--- src/rtl/intt_butterfly_unit.sv ---
// Two-stage Gentleman-Sande inverse-NTT butterfly: s = (a +/- b) * c mod q,
// q = 2^(N-1)+1. Stage 1 does the modular add/sub, stage 2 the modular multiply.

module intt_modmul #(
   parameter int LOGQ = 9
) (
   input  logic [LOGQ-1:0] a,
   input  logic [LOGQ-1:0] b,
   output logic [LOGQ-1:0] p
);
   localparam int unsigned Q = (1 << (LOGQ-1)) + 1;
   localparam logic [LOGQ+1:0] QW = (LOGQ+2)'(Q);

   logic [2*LOGQ-1:0] x;
   logic [LOGQ-2:0] lo;
   logic [LOGQ-2:0] mid;
   logic [1:0] hi;
   logic [LOGQ+1:0] r0;
   logic [LOGQ+1:0] r1;
   logic [LOGQ+1:0] r2;

   // 2^(LOGQ-1) == -1 mod q, so x == lo - mid + hi; the +q keeps r0 non-negative
   always_comb begin
      x = {{LOGQ{1'b0}}, a} * {{LOGQ{1'b0}}, b};
      lo = x[LOGQ-2:0];
      mid = x[2*LOGQ-3:LOGQ-1];
      hi = x[2*LOGQ-1:2*LOGQ-2];
      r0 = {3'b000, lo} + QW + {{LOGQ{1'b0}}, hi} - {3'b000, mid};
      r1 = (r0 >= QW) ? r0 - QW : r0;
      r2 = (r1 >= QW) ? r1 - QW : r1;
      p = r2[LOGQ-1:0];
   end
endmodule

module intt_butterfly_unit #(
   parameter int N = 9
) (
   input  logic         clk,
   input  logic         rst,
   input  logic         in_valid,
   input  logic [N-1:0] a,
   input  logic [N-1:0] b,
   input  logic [N-1:0] c,
   input  logic         sub,
   output logic         out_valid,
   output logic [N-1:0] s
);
   localparam int unsigned Q = (1 << (N-1)) + 1;
   localparam logic [N+1:0] QW = (N+2)'(Q);

   logic         s1_valid_q, s1_valid_d;
   logic [N-1:0] t_q, t_d;
   logic [N-1:0] c_q, c_d;
   logic         out_valid_q, out_valid_d;
   logic [N-1:0] s_q, s_d;
   logic [N-1:0] p;

   logic [N+1:0] sum;
   logic [N+1:0] dif;
   logic [N+1:0] t_full;

   always_comb begin
      sum = {2'b00, a} + {2'b00, b};
      dif = {2'b00, a} + QW - {2'b00, b};
      t_full = sub ? dif : sum;
      if (t_full >= QW) t_full = t_full - QW;
      s1_valid_d = in_valid;
      t_d = in_valid ? t_full[N-1:0] : t_q;
      c_d = in_valid ? c : c_q;
   end

   intt_modmul #(.LOGQ(N)) u_mul (
      .a (t_q),
      .b (c_q),
      .p (p)
   );

   // s keeps the last valid result through bubbles
   always_comb begin
      out_valid_d = s1_valid_q;
      s_d = s1_valid_q ? p : s_q;
   end

   always_ff @(posedge clk or posedge rst) begin
      if (rst) begin
         s1_valid_q <= 1'b0;
         t_q <= '0;
         c_q <= '0;
         out_valid_q <= 1'b0;
         s_q <= '0;
      end else begin
         s1_valid_q <= s1_valid_d;
         t_q <= t_d;
         c_q <= c_d;
         out_valid_q <= out_valid_d;
         s_q <= s_d;
      end
   end

   assign out_valid = out_valid_q;
   assign s = s_q;
endmodule

--- config.mk ---
export PLATFORM = sky130hd
export DESIGN_NAME = intt_butterfly_unit
export DESIGN_NICKNAME = d
export VERILOG_FILES = /design/src/rtl/intt_butterfly_unit.sv
export SDC_FILE = /design/constraint.sdc
export NUM_CORES = 1
export LEC_CHECK = 0
export BUFFER_PORTS_ARGS = -buffer_cell sky130_fd_sc_hd__buf_2
export CELL_PAD_IN_SITES_DETAIL_PLACEMENT = 0
export CELL_PAD_IN_SITES_GLOBAL_PLACEMENT = 2
export CORE_AREA = 2 2 148 150
export CTS_BUF_LIST = sky130_fd_sc_hd__clkbuf_2
export DETAILED_ROUTE_END_ITERATION = 16
export DIE_AREA = 0 0 150 152
export GPL_ROUTABILITY_DRIVEN = 1
export PLACE_DENSITY_LB_ADDON = 0.1
export SETUP_SLACK_MARGIN = 0.4
export SLEW_MARGIN = 20
export SYNTH_ARGS = -nofsm -noshare
export SYNTH_HDL_FRONTEND = slang
export SYNTH_SLANG_ARGS = --single-unit
--- constraint.sdc ---
create_clock -name clk -period 15.2 [get_ports clk]
set_input_delay 0.76 -clock clk [delete_from_list [all_inputs] [get_ports clk]]
set_output_delay 0.76 -clock clk [all_outputs]
set_load 0.01 [all_outputs]
==> results of run 1 <==
-- metal layers --
layer	global-route usage	vias to the layer above	part of all wire	wire (um)
li1	-	2515	-	-
met1	0.204	2382	0.48	7510
met2	0.231	65	0.48	7460
met3	0.0195	18	0.023	362
met4	0.0243	0	0.016	255
met5	0	-	0	0
-- state kept, by name, indices dropped and copies added (netlist names) --
| name | cells |
|---|---|
| out_valid_d | 1 |
| t_q | 9 |
| out_valid | 1 |
| s | 9 |
| c_q | 9 |
-- path summary, 6_finish.rpt --
check                       start           to  slack, ns  cells past startpoint
hold reg to reg              s[4]         s[4]       0.50                      2
hold / removal                rst         s[6]       0.40                      3
setup reg to reg           t_q[0]         s[7]       5.36                     35
max in group asynchronous     rst  out_valid_d      14.49                      3
min in group clk             s[4]         s[4]       0.50                      2
setup / recovery           t_q[0]         s[7]       5.36                     35
-- synthesized netlist by cell type, types with 8 or more instances --
cell type / number
sky130_fd_sc_hd__inv_1: 112
sky130_fd_sc_hd__ha_1: 88
sky130_fd_sc_hd__nand2_1: 57
sky130_fd_sc_hd__fa_1: 54
sky130_fd_sc_hd__and2_1: 53
sky130_fd_sc_hd__a21oi_1: 33
sky130_fd_sc_hd__nor2_1: 31
sky130_fd_sc_hd__dfrtp_1: 29
sky130_fd_sc_hd__o21ai_0: 29
sky130_fd_sc_hd__xnor2_1: 26
sky130_fd_sc_hd__clkbuf_1: 22
sky130_fd_sc_hd__xor2_1: 18
sky130_fd_sc_hd__mux2_2: 14
sky130_fd_sc_hd__nor3_1: 14
sky130_fd_sc_hd__a21o_1: 13
sky130_fd_sc_hd__nand3_1: 12
sky130_fd_sc_hd__o21a_1: 10
sky130_fd_sc_hd__nand4_1: 9
sky130_fd_sc_hd__or3_1: 9
sky130_fd_sc_hd__a31oi_1: 8
-- placed cells by master (no fill, tap or decap), types with 3 or more instances in the layout --
master and count:
sky130_fd_sc_hd__inv_1 112, sky130_fd_sc_hd__ha_1 88, sky130_fd_sc_hd__nand2_1 57, sky130_fd_sc_hd__fa_1 54, sky130_fd_sc_hd__and2_1 53, sky130_fd_sc_hd__buf_2 40, sky130_fd_sc_hd__a21oi_1 33, sky130_fd_sc_hd__nor2_1 31
sky130_fd_sc_hd__o21ai_0 29, sky130_fd_sc_hd__dfrtp_1 29, sky130_fd_sc_hd__xnor2_1 26, sky130_fd_sc_hd__xor2_1 18, sky130_fd_sc_hd__mux2_2 14, sky130_fd_sc_hd__nor3_1 14, sky130_fd_sc_hd__a21o_1 13, sky130_fd_sc_hd__nand3_1 12
sky130_fd_sc_hd__o21a_1 10, sky130_fd_sc_hd__or3_1 9, sky130_fd_sc_hd__nand4_1 9, sky130_fd_sc_hd__a31oi_1 8, sky130_fd_sc_hd__o31ai_1 6, sky130_fd_sc_hd__and3_1 6, sky130_fd_sc_hd__clkbuf_2 5, sky130_fd_sc_hd__o21bai_1 4
sky130_fd_sc_hd__nor2b_1 4, sky130_fd_sc_hd__a211o_1 4, sky130_fd_sc_hd__a21boi_0 3, sky130_fd_sc_hd__or2_2 3, sky130_fd_sc_hd__mux2i_1 3, sky130_fd_sc_hd__o211ai_1 3, sky130_fd_sc_hd__or4_1 3
-- cells by family after synthesis --
kind of cell / synth area share
XOR/XNOR: 0.0687
flip-flops: 0.116
buffers and inverters: 0.0877
adder cells (fa/ha/maj): 0.349
AND/OR/NAND/NOR: 0.178
AO/OA/AOI/OAI: 0.170
multiplexers: 0.0300
-- through the flow --
stage | hold WS, ns | cell area, um2 | setup slack (ns) | instances
after global placement | 0.475 | 6680 | 5.43 | 1028
after floorplan | 0.399 | 6250 | 6.27 | 735
after detailed placement | 0.477 | 6680 | 5.33 | 1028
after global routing | 0.414 | 6720 | 4.61 | 1037
final | 0.402 | 6720 | 5.36 | 1037
after CTS | 0.394 | 6720 | 5.30 | 1036
-- critical path, delay by kind of cell, from the launching register on --
family	cells	cell delay, ns
AO/OA/AOI/OAI	16	3.81
flip-flops	1	0.58
AND/OR/NAND/NOR	5	0.97
XOR/XNOR	2	0.53
adder cells (fa/ha/maj)	8	3.43
multiplexers	1	0.27
buffers and inverters	3	0.17
-- area by class of cell --
| cell class | count | area, um2 | share of cell area |
|---|---|---|---|
| multi-input combinational | 565 | 4970 | 0.740 |
| sequential | 29 | 726 | 0.108 |
| inverter | 113 | 424 | 0.0631 |
| tap | 280 | 350 | 0.0521 |
| timing repair buffer | 41 | 208 | 0.0309 |
| clock buffer | 5 | 25.0 | 0.00372 |
| clock inverter | 3 | 12.5 | 0.00186 |
| antenna | 1 | 2.50 | 0.000372 |
==> out/metrics.cfg, run 1 <==
[synthesis]
post_synth_num_cell_types = 73
synth-seq-area-share = 0.116
ys_async_sr_fraction = 1.00
mappedNetlistNets = 908
synth_cells = 735
synth.area.top_cells = sky130_fd_sc_hd__ha_1, sky130_fd_sc_hd__fa_1, sky130_fd_sc_hd__dfrtp_1
post_synth_top_area_cell = sky130_fd_sc_hd__ha_1
post-synth-top-area-fraction = 0.176
syn_area_per_cell_um2 = 8.50
syn_area_um2 = 6250
synth_ff_type = sky130_fd_sc_hd__dfrtp_1
synth-edff-count = 0
synthesis.yosys.warnings = 0
yosys_register_bits = 29

[clock_tree]
clkTransAtPathRegs_ns = 0.19
number_of_clock_buffers_inserted_by_tritoncts = 5
worstSkewPairLatency_ns = 0.38
cts_setup_buffers = 0
root_buffer = sky130_fd_sc_hd__clkbuf_2
ctsResizeCount = 0
cts_tree = built
cts_hold_buffers = 0
clock_sinks = 29
htree_num_levels = 2
clk_path_buf_depth = 2

[final_layout]
num-fill-cells = 2350
syn2layout_area_growth_pct = 7.59
final_layout_size_suffix_gt1_frac = 0.104
nNetsFinal = 928
finish.utilization = 0.315

[die]
floorplan.die.width_um = 150
floorplan.die_area_um2 = 22800
floorplan.io_pins = 41
placeableCoreArea_um2 = 21400
floorplan.initialDensity = 0.293
die_h_um = 152
core.rowCount = 54

[worst_setup_path]
timing.critical_path.to_type = register
worst_ep_arrival_time_ns = 10.14
crit_type = reg2reg
required_ns = 15.50
timing.critical_path.from_type = register
critical_path.slowest_cell = sky130_fd_sc_hd__dfrtp_1
highest_net_fanout_along_the_worst_path = 11
cpPeakStageDelay_ns = 0.58

[drt]
viasPerCell = 4.80
drt_iter0_markers = 153
via_count = 4980
drt_wl_total_um = 15600
detail-route-antenna-nets = 0
drtPass1Iterations = 4
route.detailed.wl_per_inst_um = 15.0
post-route-drc-count = 0

[min_path]
hold_class = in2async

[place]
buffer_ports.inserted = 40
place.detailed.hpwl_um = 13300
finalWeightedCongestion = 0.785

[grt]
globalRouteTotalUtil = 0.142
grt_overflow_total = 0
first_global_vias = 5093
number_of_antenna_violations_at_the_first_check_in_global_routing = 1
grt_start_max_net_pins = 30
wire_length_of_the_first_global_routing_pass_um = 26300

[timing]
post-route-min-period_ns = 9.84
finalHoldViolations = 0
maxSlewViolCount = 0
setup-violations-final = 0
worst_clock_skew_ns = 0.0251
fin_tns_setup_ns = 0
worst_pin_slew_ns = 0.833
worst_slew_margin_rel = 0.443
setup_repair_after_global_routing_missed_its_margin = false
max_freq_ghz = 0.102
fin_crit_sh = 0.647

[job]
maxCapViolCount = 0

[outcome]
status = completed

Power of run 1 is not shown: default switching activity piles up to over one toggle a cycle in this logic, so the estimate is an artifact.
==> inputs of run 2 (changes only) <==
- clock period: 15.2 -> 8.34 ns (I/O delays scaled with it)
==> out/metrics.cfg, run 2 (synthesis results as in run 1) <==
[final_layout]
layout.cells.most_common = sky130_fd_sc_hd__buf_4
nNetsFinal = 1053
layout.cells.most_common_list = sky130_fd_sc_hd__buf_4, sky130_fd_sc_hd__inv_1, sky130_fd_sc_hd__ha_1
syn2layout_area_growth_pct = 27.9
num-fill-cells = 2261
final_layout_size_suffix_gt1_frac = 0.292
finish.utilization = 0.374

[clock_tree]
worstSkewPairLatency_ns = 0.39
htree_num_levels = 2
number_of_clock_buffers_inserted_by_tritoncts = 5
clk_path_buf_depth = 2
cts_hold_buffers = 0
root_buffer = sky130_fd_sc_hd__clkbuf_2
cts_tree = built
clock_sinks = 29
clkTransAtPathRegs_ns = 0.20

[grt]
first_global_vias = 5710
grt_overflow_total = 0
wire_length_of_the_first_global_routing_pass_um = 27700
number_of_antenna_violations_at_the_first_check_in_global_routing = 0
grt_start_max_net_pins = 30
globalRouteTotalUtil = 0.147

[timing]
finalHoldViolations = 0
worst_slew_margin_rel = 0.541
worst_clock_skew_ns = 0.0223
maxSlewViolCount = 0
worst_pin_slew_ns = 0.684
max_freq_ghz = 0.121
setup_repair_after_global_routing_missed_its_margin = true
fin_crit_sh = 0.989
post-route-min-period_ns = 8.25
setup-violations-final = 0

[drt]
via_count = 5436
drtPass1Iterations = 4
detail-route-antenna-nets = 0
route.detailed.wl_per_inst_um = 13.9
drt_wl_total_um = 16100
drt_iter0_markers = 188
viasPerCell = 4.68
post-route-drc-count = 0

[place]
place.detailed.hpwl_um = 13900
buffer_ports.inserted = 40
finalWeightedCongestion = 0.835

[min_path]
hold_class = in2async

[job]
maxCapViolCount = 0

[worst_setup_path]
required_ns = 8.64
timing.critical_path.to_type = register
crit_type = reg2reg
highest_net_fanout_along_the_worst_path = 7
crit_path_start = c_q[2]
crit_top_cell = sky130_fd_sc_hd__a21o_1
timing.critical_path.from_type = register
regToRegStartpoint = c_q[2]
critical_path.slowest_cell = sky130_fd_sc_hd__fa_1
worst_ep_arrival_time_ns = 8.55
cpPeakStageDelay_ns = 0.54

[die]
core.rowCount = 54
floorplan.initialDensity = 0.293
floorplan.io_pins = 41
floorplan.die.width_um = 150
die_h_um = 152
floorplan.die_area_um2 = 22800
placeableCoreArea_um2 = 21400

[outcome]
status = completed

run 2: final cells by class:
class / count / area, um2 / share of cell area
Multi-Input combinational cell: 566 / 5230 / 0.654
Timing Repair Buffer: 165 / 1180 / 0.148
Sequential cell: 29 / 738 / 0.0924
Antenna cell: 1 / 2.50 / 0.000313
Tap cell: 280 / 350 / 0.0438
Clock inverter: 3 / 41.3 / 0.00517
Inverter: 113 / 424 / 0.0531
Clock buffer: 5 / 25.0 / 0.00313
run 2: worst max-delay path, delay by kind of cell, from the launching register on:
kind	cells	cell delay, ns
fa+ha+maj	7	2.91
buf+inv	7	0.66
mux	1	0.27
compound gates	15	2.97
xor+xnor	2	0.33
flops	1	0.47
simple gates	5	0.54
run 2: routing by layer:
metal	vias to the layer above	share of wire	global-route usage	wire [um]
li1	2762	-	-	-
met1	2614	0.47	0.196	7560
met2	52	0.50	0.264	8110
met3	8	0.022	0.0168	349
met4	0	0.0061	0.0135	99
met5	-	0	0	0
run 2: final timing paths:
kind	endpoint	slack, ns	depth (start not counted)
max in group asynchronous	t_q[5]	7.95	3
worst max-delay path	s[5]	0.09	37
worst min register to register	s[4]	0.52	2
min in group clk	c_q[6]	0.23	2
worst min-delay path	c_q[2]	0.05	3
worst max register to register	s[5]	0.09	37
run 2: metrics by stage:
stage	setup TNS, ns	instances	hold WS (ns)	setup WS [ns]	area [um2]
3_3_place_gp	-0.656	1126	0.493	-0.122	7510
3_5_place_dp	-1.95	1126	0.485	-0.280	7510
5_1_grt	-2.28	1161	0.0366	-0.282	7990
6_report	0	1162	0.0521	0.0890	7990
4_1_cts	0	1153	0.0351	0.0873	7870
2_1_floorplan	0	735	0.399	0.0758	6420
run 2: what timing repair did:
item                                   CTS  global route
resized for setup                       38            16
cloned                                   1             0
endpoints found under the hold margin    0             0
setup buffers                           18             8
pin swaps                               38            16
setup endpoints to repair                9             9
Power of run 2 is left out for the same reason.
